## config.mk

```make
export PLATFORM = sky130hd
export DESIGN_NAME = trig_sequencer
export DESIGN_NICKNAME = d
export VERILOG_FILES = /design/src/rtl/trig_sequencer.sv
export SDC_FILE = /design/constraint.sdc
export NUM_CORES = 1
export LEC_CHECK = 0
export CORE_UTILIZATION = 50
export CTS_CLUSTER_DIAMETER = 200
export DETAILED_ROUTE_END_ITERATION = 12
export PLACE_DENSITY = 0.76
export SYNTH_ARGS = -nofsm -noshare
export SYNTH_HDL_FRONTEND = slang
export SYNTH_SLANG_ARGS = --single-unit
```

## constraint.sdc

```tcl
create_clock -name clk -period 2.54 [get_ports clk]
set_input_delay 0.254 -clock clk [delete_from_list [all_inputs] [get_ports clk]]
set_output_delay 0.254 -clock clk [all_outputs]
set_load 0.1 [all_outputs]
```

## src/rtl/trig_sequencer.sv

```systemverilog
// trig_sequencer
//   Turns the first qualified trigger edge (ADC0, ADC1 or external) into a
//   fixed-length capture window, holds the event for the readout handshake,
//   then waits out a holdoff period and re-arms or returns to idle.
//
// Ports:
//   clk, rst              clock, asynchronous active-high reset
//   arm                   one-cycle arm request (IDLE only)
//   abort                 return to IDLE from any state (highest priority)
//   auto_rearm            1: ARMED after holdoff, 0: IDLE after holdoff
//   trig_mask[2:0]        per-source enable: [0]=ADC0 [1]=ADC1 [2]=external
//   trg_in[2:0]           trigger levels, same bit order as trig_mask
//   read_done             readout-complete pulse (READOUT only)
//   armed                 high while waiting for a trigger
//   cap_en                capture-buffer write enable (POSTTRG cycles)
//   cap_done              event ready for readout (level)
//   busy                  high in CAPTURE, READOUT and HOLDOFF
//   trig_src[2:0]         qualified sources on the accepted trigger cycle
//   trig_cnt[CNT_W-1:0]   accepted triggers, wraps
//   miss_cnt[CNT_W-1:0]   qualified-edge cycles seen while busy, saturates
module trig_sequencer #(
    parameter int unsigned POSTTRG = 64,
    parameter int unsigned HOLDOFF = 16,
    parameter int unsigned CNT_W   = 16
) (
    input  logic             clk,
    input  logic             rst,
    input  logic             arm,
    input  logic             abort,
    input  logic             auto_rearm,
    input  logic [2:0]       trig_mask,
    input  logic [2:0]       trg_in,
    input  logic             read_done,
    output logic             armed,
    output logic             cap_en,
    output logic             cap_done,
    output logic             busy,
    output logic [2:0]       trig_src,
    output logic [CNT_W-1:0] trig_cnt,
    output logic [CNT_W-1:0] miss_cnt
);

    typedef enum logic [2:0] {
        S_IDLE    = 3'd0,
        S_ARMED   = 3'd1,
        S_CAPTURE = 3'd2,
        S_READOUT = 3'd3,
        S_HOLDOFF = 3'd4
    } state_t;

    // Timer is loaded with "length - 1" and the state exits when it reaches zero.
    localparam logic [15:0]      POST_LAST = 16'(POSTTRG - 32'd1);
    localparam logic [15:0]      HOLD_LAST = 16'(HOLDOFF - 32'd1);
    localparam logic [CNT_W-1:0] CNT_MAX   = {CNT_W{1'b1}};
    localparam logic [CNT_W-1:0] CNT_ONE   = {{(CNT_W-1){1'b0}}, 1'b1};

    state_t           state_q;
    logic [15:0]      timer_q;
    logic [2:0]       prev_q;
    logic             armed_q;
    logic             cap_en_q;
    logic             cap_done_q;
    logic             busy_q;
    logic [2:0]       trig_src_q;
    logic [CNT_W-1:0] trig_cnt_q;
    logic [CNT_W-1:0] miss_cnt_q;
    logic [CNT_W-1:0] miss_cnt_d;

    logic [2:0]       qual_s;
    logic             any_qual_s;
    logic             busy_state_s;

    assign qual_s     = trg_in & ~prev_q & trig_mask;
    assign any_qual_s = |qual_s;

    // Flag the states in which a qualified edge counts as missed.
    always_comb begin
        busy_state_s = 1'b0;
        case (state_q)
            S_CAPTURE: busy_state_s = 1'b1;
            S_READOUT: busy_state_s = 1'b1;
            S_HOLDOFF: busy_state_s = 1'b1;
            default:   busy_state_s = 1'b0;
        endcase
    end

    // Saturating miss counter next value; counted even in an abort cycle.
    always_comb begin
        miss_cnt_d = miss_cnt_q;
        if (busy_state_s && any_qual_s && (miss_cnt_q != CNT_MAX)) begin
            miss_cnt_d = miss_cnt_q + CNT_ONE;
        end else begin
            miss_cnt_d = miss_cnt_q;
        end
    end

    // Sequencer FSM with registered outputs and trigger history.
    always_ff @(posedge clk or posedge rst) begin
        if (rst) begin
            state_q    <= S_IDLE;
            timer_q    <= 16'd0;
            prev_q     <= 3'b111;   // a level already high at release is not an edge
            armed_q    <= 1'b0;
            cap_en_q   <= 1'b0;
            cap_done_q <= 1'b0;
            busy_q     <= 1'b0;
            trig_src_q <= 3'b000;
            trig_cnt_q <= {CNT_W{1'b0}};
            miss_cnt_q <= {CNT_W{1'b0}};
        end else begin
            prev_q     <= trg_in;
            miss_cnt_q <= miss_cnt_d;
            if (abort) begin
                // Event bookkeeping (trig_src, counters) survives an abort.
                state_q    <= S_IDLE;
                armed_q    <= 1'b0;
                cap_en_q   <= 1'b0;
                cap_done_q <= 1'b0;
                busy_q     <= 1'b0;
            end else begin
                case (state_q)
                    S_IDLE: begin
                        if (arm) begin
                            state_q <= S_ARMED;
                            armed_q <= 1'b1;
                        end
                    end
                    S_ARMED: begin
                        if (any_qual_s) begin
                            state_q    <= S_CAPTURE;
                            armed_q    <= 1'b0;
                            cap_en_q   <= 1'b1;
                            busy_q     <= 1'b1;
                            trig_src_q <= qual_s;
                            trig_cnt_q <= trig_cnt_q + CNT_ONE;
                            timer_q    <= POST_LAST;
                        end
                    end
                    S_CAPTURE: begin
                        if (timer_q == 16'd0) begin
                            state_q    <= S_READOUT;
                            cap_en_q   <= 1'b0;
                            cap_done_q <= 1'b1;
                        end else begin
                            timer_q <= timer_q - 16'd1;
                        end
                    end
                    S_READOUT: begin
                        if (read_done) begin
                            cap_done_q <= 1'b0;
                            if (HOLDOFF == 32'd0) begin
                                state_q <= auto_rearm ? S_ARMED : S_IDLE;
                                armed_q <= auto_rearm;
                                busy_q  <= 1'b0;
                            end else begin
                                state_q <= S_HOLDOFF;
                                timer_q <= HOLD_LAST;
                            end
                        end
                    end
                    S_HOLDOFF: begin
                        if (timer_q == 16'd0) begin
                            state_q <= auto_rearm ? S_ARMED : S_IDLE;
                            armed_q <= auto_rearm;
                            busy_q  <= 1'b0;
                        end else begin
                            timer_q <= timer_q - 16'd1;
                        end
                    end
                    default: begin
                        state_q    <= S_IDLE;
                        armed_q    <= 1'b0;
                        cap_en_q   <= 1'b0;
                        cap_done_q <= 1'b0;
                        busy_q     <= 1'b0;
                    end
                endcase
            end
        end
    end

    assign armed    = armed_q;
    assign cap_en   = cap_en_q;
    assign cap_done = cap_done_q;
    assign busy     = busy_q;
    assign trig_src = trig_src_q;
    assign trig_cnt = trig_cnt_q;
    assign miss_cnt = miss_cnt_q;

endmodule

```

---- Yosys cells after proc, flatten, opt, wreduce, memory -nomap -nowiden ----
Index checks and enable logic that the tools add are counted.
Widths: inputs -> output; s select.
cells by class
  equal/unequal tests ..................... 17
  bitwise gates (word level) .............. 4
  reductions and logical operators ........ 19
  add/subtract/negate cells ............... 3
  muxes and demuxes ....................... 28
operators by type and width
  cell                   number
  $mux 16                3
  $pmux 16 s3            1
  $add 16x1->16 const B  2
  $mux 3                 6
  $logic_not 16->1       1
  $ne 16x16->1 const B   1
  $sub 16x1->16 const B  1
  $ne 3x3->1 const B     5
  $pmux 3 s5             1
  $reduce_or 3->1        5
  $mux 1                 13
  $reduce_and 3->1       4
  $reduce_and 5->1       2
  $pmux 1 s3             3
  $ne 2x1->1 const B     4
  $and 3x3->3            2
  $eq 3x2->1 const B     2
  $ne 2x2->1 const B     3
  $pmux 1 s4             1
  $reduce_and 4->1       1
  $reduce_or 2->1        2
  $eq 3x1->1 const B     1
  $eq 3x3->1 const B     1
  $logic_not 3->1        1
  4 further kinds        5
word-level totals
  word-level logic and storage cells ...... 81
  bits of input ports ..................... 12
  register bits ........................... 61

---- Depth between registers and ports, before layout ----
  word-level depth ........................ 7
  depth in mapped cells ................... 8
  mapped depth without buffers ............ 7

---- Least setup slack after synthesis ----
Ideal clock, no wire load.
  path type ............................... flip-flop to flip-flop
  start point ............................. register miss_cnt_q[6], in the netlist miss_cnt[6]
  end point ............................... register miss_cnt_q[1], in the netlist miss_cnt[1]
  stages on the path, launching flop included .. 6
  clock period less this slack ............ 2.653 ns
  arrival time ............................ 2.527 ns
  slack ................................... -0.113 ns
  data required time ...................... 2.414 ns
  library setup time ...................... 0.126 ns
  cell sequence ........................... dfrtp_1 nand4_1 or2_2 o311ai_1 buf_2 mux2_2
on the way
  cells in the longest elaborated chain, start to end .. 2
RTL lines
  element                   RTL line  RTL
  start: declaration        66        logic [CNT_W-1:0] miss_cnt_q;
  start signal: assignment  109       miss_cnt_q <= {CNT_W{1'b0}};
  start signal: assignment  112       miss_cnt_q <= miss_cnt_d;
  $ne 16x16->1              90        if (busy_state_s && any_qual_s && (miss_cnt_q != CNT_MAX)) begin
  $logic_and 1x1->1         90
No other way between the ends.
A chain may end at the register's enable or synchronous reset.

---- Worst setup path in the final report ----
  start point ............................. register state_q[2]
  end point ............................... register timer_q[9]
on the way
  cells in the longest elaborated chain, start to end .. 4
RTL lines
  element                                                                  RTL line  RTL
  start: declaration                                                       57        state_t state_q;
  start signal: assignment                                                 152       state_q <= auto_rearm ? S_ARMED : S_IDLE;
  start signal: assignment                                                 163       state_q <= auto_rearm ? S_ARMED : S_IDLE;
  $eq 3x3->1 / $eq 3x2->1 (equally long branches)                          121       case (state_q)
  $reduce_or 2->1 (no source line)                                         n/a
  $ne 2x2->1 (no source line) / $reduce_bool 3->1 (equally long branches)  n/a
  $reduce_and 5->1 (no source line)                                        n/a
  end signal: assignment                                                   145       timer_q <= timer_q - 16'd1;
  end signal: assignment                                                   167       timer_q <= timer_q - 16'd1;
  end: declaration                                                         58        logic [15:0] timer_q;
Several ways; a longest one is shown, not always the timed one.

==> reports/metrics.csv <==
stage;metric;value;unit
finish;Sequential Area;1538;µm²
routing;DRC;0;
clock_network;CTS Root Cell;clkbuf_8;
synth;syn avg cell area;9.746;µm²
synth;Synth Instances;318;
synth;most frequent cell after synthesis;dfrtp_1;
synth;main area contributors after synthesis;dfrtp_1 (47%), xor2_1 (4.8%), xnor2_1 (4.0%);
power;net load switching power;1.215;mW
worst_hold_path;worst hold path class;input port to asynchronous set/reset pin;
finish;Finished Core Util;0.6496;
finish;multi-input logic area;1473;µm²
finish;Filler Cells Inserted;502;
worst_setup_path;startpoint types;flop;
synth;Simple-Gate Fraction of Synth Area;0.2204;
clock_network;CTS max path bufs;2;
power;Int Pwr;1.897;mW
timing;fin crit share;0.8853;
global_route;Tot GR Track Use;0.2431;
synth;mux cell area share after synthesis;0.003633;
global_route;GRT overflow;0;
timing;# setup viols final;0;
die;core region area;5956;µm²
synth;Synth warnings;0;
finish;share of cells above drive strength 1;0.2156;
clock_network;cts hold-fix bufs;0;
placement;PortBufs;50;
clock_network;post-CTS sizing;0;
synth;flops & latches, synth;61;
worst_setup_path;Max stage delay cell, worst path;o2bb2ai_1;
timing;Fin. Hold Viols;0;
placement;gpl congestion;0.8285;
routing;overall routed net length;7.235;mm
power;Leakage;1.792;nW
placement;Setup WS pre-CTS;0.2292;ns
timing;relative slew slack;0.4858;
routing;Vias/cell;5.770;
die;chip width;80.73;µm
synth;Most used DFF post-synth;dfrtp_1;
routing;DR iter-0 viols;171;
synth;count of different cell masters after synthesis;56;
finish;Final Instance Area;3869;µm²
timing;fmax;0.4447;GHz
clock_network;Max H-tree Level;3;
global_route;number of global-route vias before repair;2583;
clock_network;CTS tree;done;
power;switch share;0.3904;
synth;main combinational cell family by area after synthesis;simple AND/OR/NAND/NOR gates;
power;Comb pwr share;0.286;
timing;RSZ-0062 raised after global routing;no;
power;Peak VDD IR;824.4;µV
synth;post-synth top area share;0.4683;
outcome;status;completed;
worst_setup_path;Critical Path AT;2.48;ns
die;Site Rows;28;
timing;Slew @ Worst Pin;0.7683;ns
worst_setup_path;CP peak stage delay;0.61;ns
synth;top cells by count, synth;dfrtp_1 (58), nand2_1 (27), nor2_1 (24), o21ai_0 (21);
power;total power draw;3.112;mW
routing;via count;2654;
timing;Tmin final;2.249;ns
global_route;initial antenna violation count;0;
clock_network;setup bufs post-CTS;0;
power;Cell Pwr Density;804.5;nW/µm²
die;Die H;80.73;µm
synth;Synth Net Count;333;
finish;Final #Nets;395;
job;max-cap viol count;0;
finish;Synth-to-Final Area Change;24.83;%
power;sequential power share;0.401;
die;Initial Util;0.5204;
die;Ports;51;
worst_setup_path;CP Max Fanout;14;
synth;Synth Area in Adders;0.01211;
placement;dpl hpwl;5.170;mm
placement;Area after DPL;3643;µm²
worst_setup_path;Crit Path Class;flop to flop;
routing;drt first pass iters;6;
die;DIE AREA;6517;µm²
power;Clock power frac;0.314;
timing;Fin Setup TNS;0;ns
global_route;largest net degree at the start of global routing;37;
worst_setup_path;worst-path cell chain;nor3b_1 > a31oi_1 > o2bb2ai_1 > o21ai_0 > a22o_1;
synth;Synth async-reset ratio;1.000;
routing;WL per Instance;15.73;µm
synth;number of synthesized flops with an enable pin;0;
finish;# diodes;0;
synth;Synth Cell Area;3099;µm²
routing;Routed Antenna Nets;0;
timing;Final Skew;0.01137;ns
global_route;first-pass GRT wire length;12.07;mm
synth;Yosys top cell by area;dfrtp_1;
clock_network;Num CTS Buffers;9;
clock_network;clock sink count;61;
worst_setup_path;critical path capture point type;flop;
synth;xor/xnor share of the synthesized area;0.08761;
clock_network;worst skew pair latency;0.35;ns
timing;max-slew violations;0;
timing;final worst-path setup slack;0.2913;ns
synth;post-synthesis sequential area ratio;0.4937;
clock_network;Worst-path clk slew;0.07;ns
synth;Compound-Gate Fraction of Synth Area;0.1514;
worst_setup_path;critical path data required time;2.78;ns
flip-flops by register name, indices dropped and copies added (netlist names):
register	count
timer_q	16
cap_done	1
cap_en	1
state_q	3
armed	1
miss_cnt	16
prev_q	3
trig_cnt	16
trig_src	3
busy	1
placed cells by master, fill, tap and decap left out, drive strengths merged, types with 3 or more instances in the layout:
cell and count:
ha 3, nor3 18, nand3b 3, buf 49, dfstp 3, xor2 17
inv 13, clkbuf 11, a21oi 13, nand4 11, dfrtp 58, o22ai 3
nor2b 3, xnor2 14, a31oi 4, nand3 14, or3 3, clkdlybuf4s50 11
nor4 4, and3 7, nand2b 7, o31ai 5, nor2 24, nand2 27
o21ai 22
final timing paths:
kind	slack, ns	depth (start not counted)	startpoint	to
worst max-delay path	0.29	5	state_q[2]	timer_q[9]
worst min-delay path	0.28	2	rst	trig_cnt[12]
worst max register to register	0.29	5	state_q[2]	timer_q[9]
worst min register to register	0.47	1	timer_q[12]	timer_q[12]
max in group asynchronous	1.64	3	rst	miss_cnt[6]
min in group clk	0.34	1	trg_in[2]	prev_q[2]
final cells by class:
class	instances	share of cell area
well taps	75	0.02426
flip-flops and latches	61	0.3975
multi-input cells	235	0.3807
inverters	13	0.01261
repair buffers	60	0.1268
clock inverters	5	0.02167
clock buffers	11	0.03655
critical path: cells and delay by family, from the launching register on:
family | cells | cell delay, ns
AO/OA/AOI/OAI | 4 | 1.18
flip-flops | 1 | 0.60
AND/OR/NAND/NOR | 1 | 0.38
layer usage:
metal / track usage / up-vias / part of all wire
met1: 0.3171 / 1284 / 0.47
li1: - / 1283 / -
met2: 0.3847 / 80 / 0.47
met5: 0 / - / 0
met4: 0.07679 / 0 / 0.0094
met3: 0.07865 / 7 / 0.048
stage by stage:
step / instances / hold WS (ns)
after floorplan: 318 / 0.2585
after global placement: 444 / 0.4556
after detailed placement: 444 / 0.4596
after CTS: 460 / 0.2963
after global routing: 460 / 0.3240
final: 460 / 0.2841
power by group through the flow:
| stage | sequential [mW] | combinational [mW] | clock (mW) |
|---|---|---|---|
| finish | 1.25 | 0.889 | 0.976 |
| global route | 1.26 | 0.948 | 1.04 |
| CTS | 1.24 | 0.894 | 0.990 |
| detailed placement | 1.26 | 0.892 | 0 |
| global placement | 1.25 | 0.881 | 0 |
| floorplan | 1.64 | 0.271 | 0 |
cells by family (layout without fill, tap and decap cells):
logic type | Yosys count | after routing
XOR/XNOR | 31 | 31
multiplexers | 1 | 1
flip-flops | 61 | 61
AO/OA/AOI/OAI | 70 | 70
AND/OR/NAND/NOR | 130 | 130
buffers and inverters | 22 | 89
adder cells (fa/ha/maj) | 3 | 3
No activity file was read; power rests on OpenSTA's default activity.
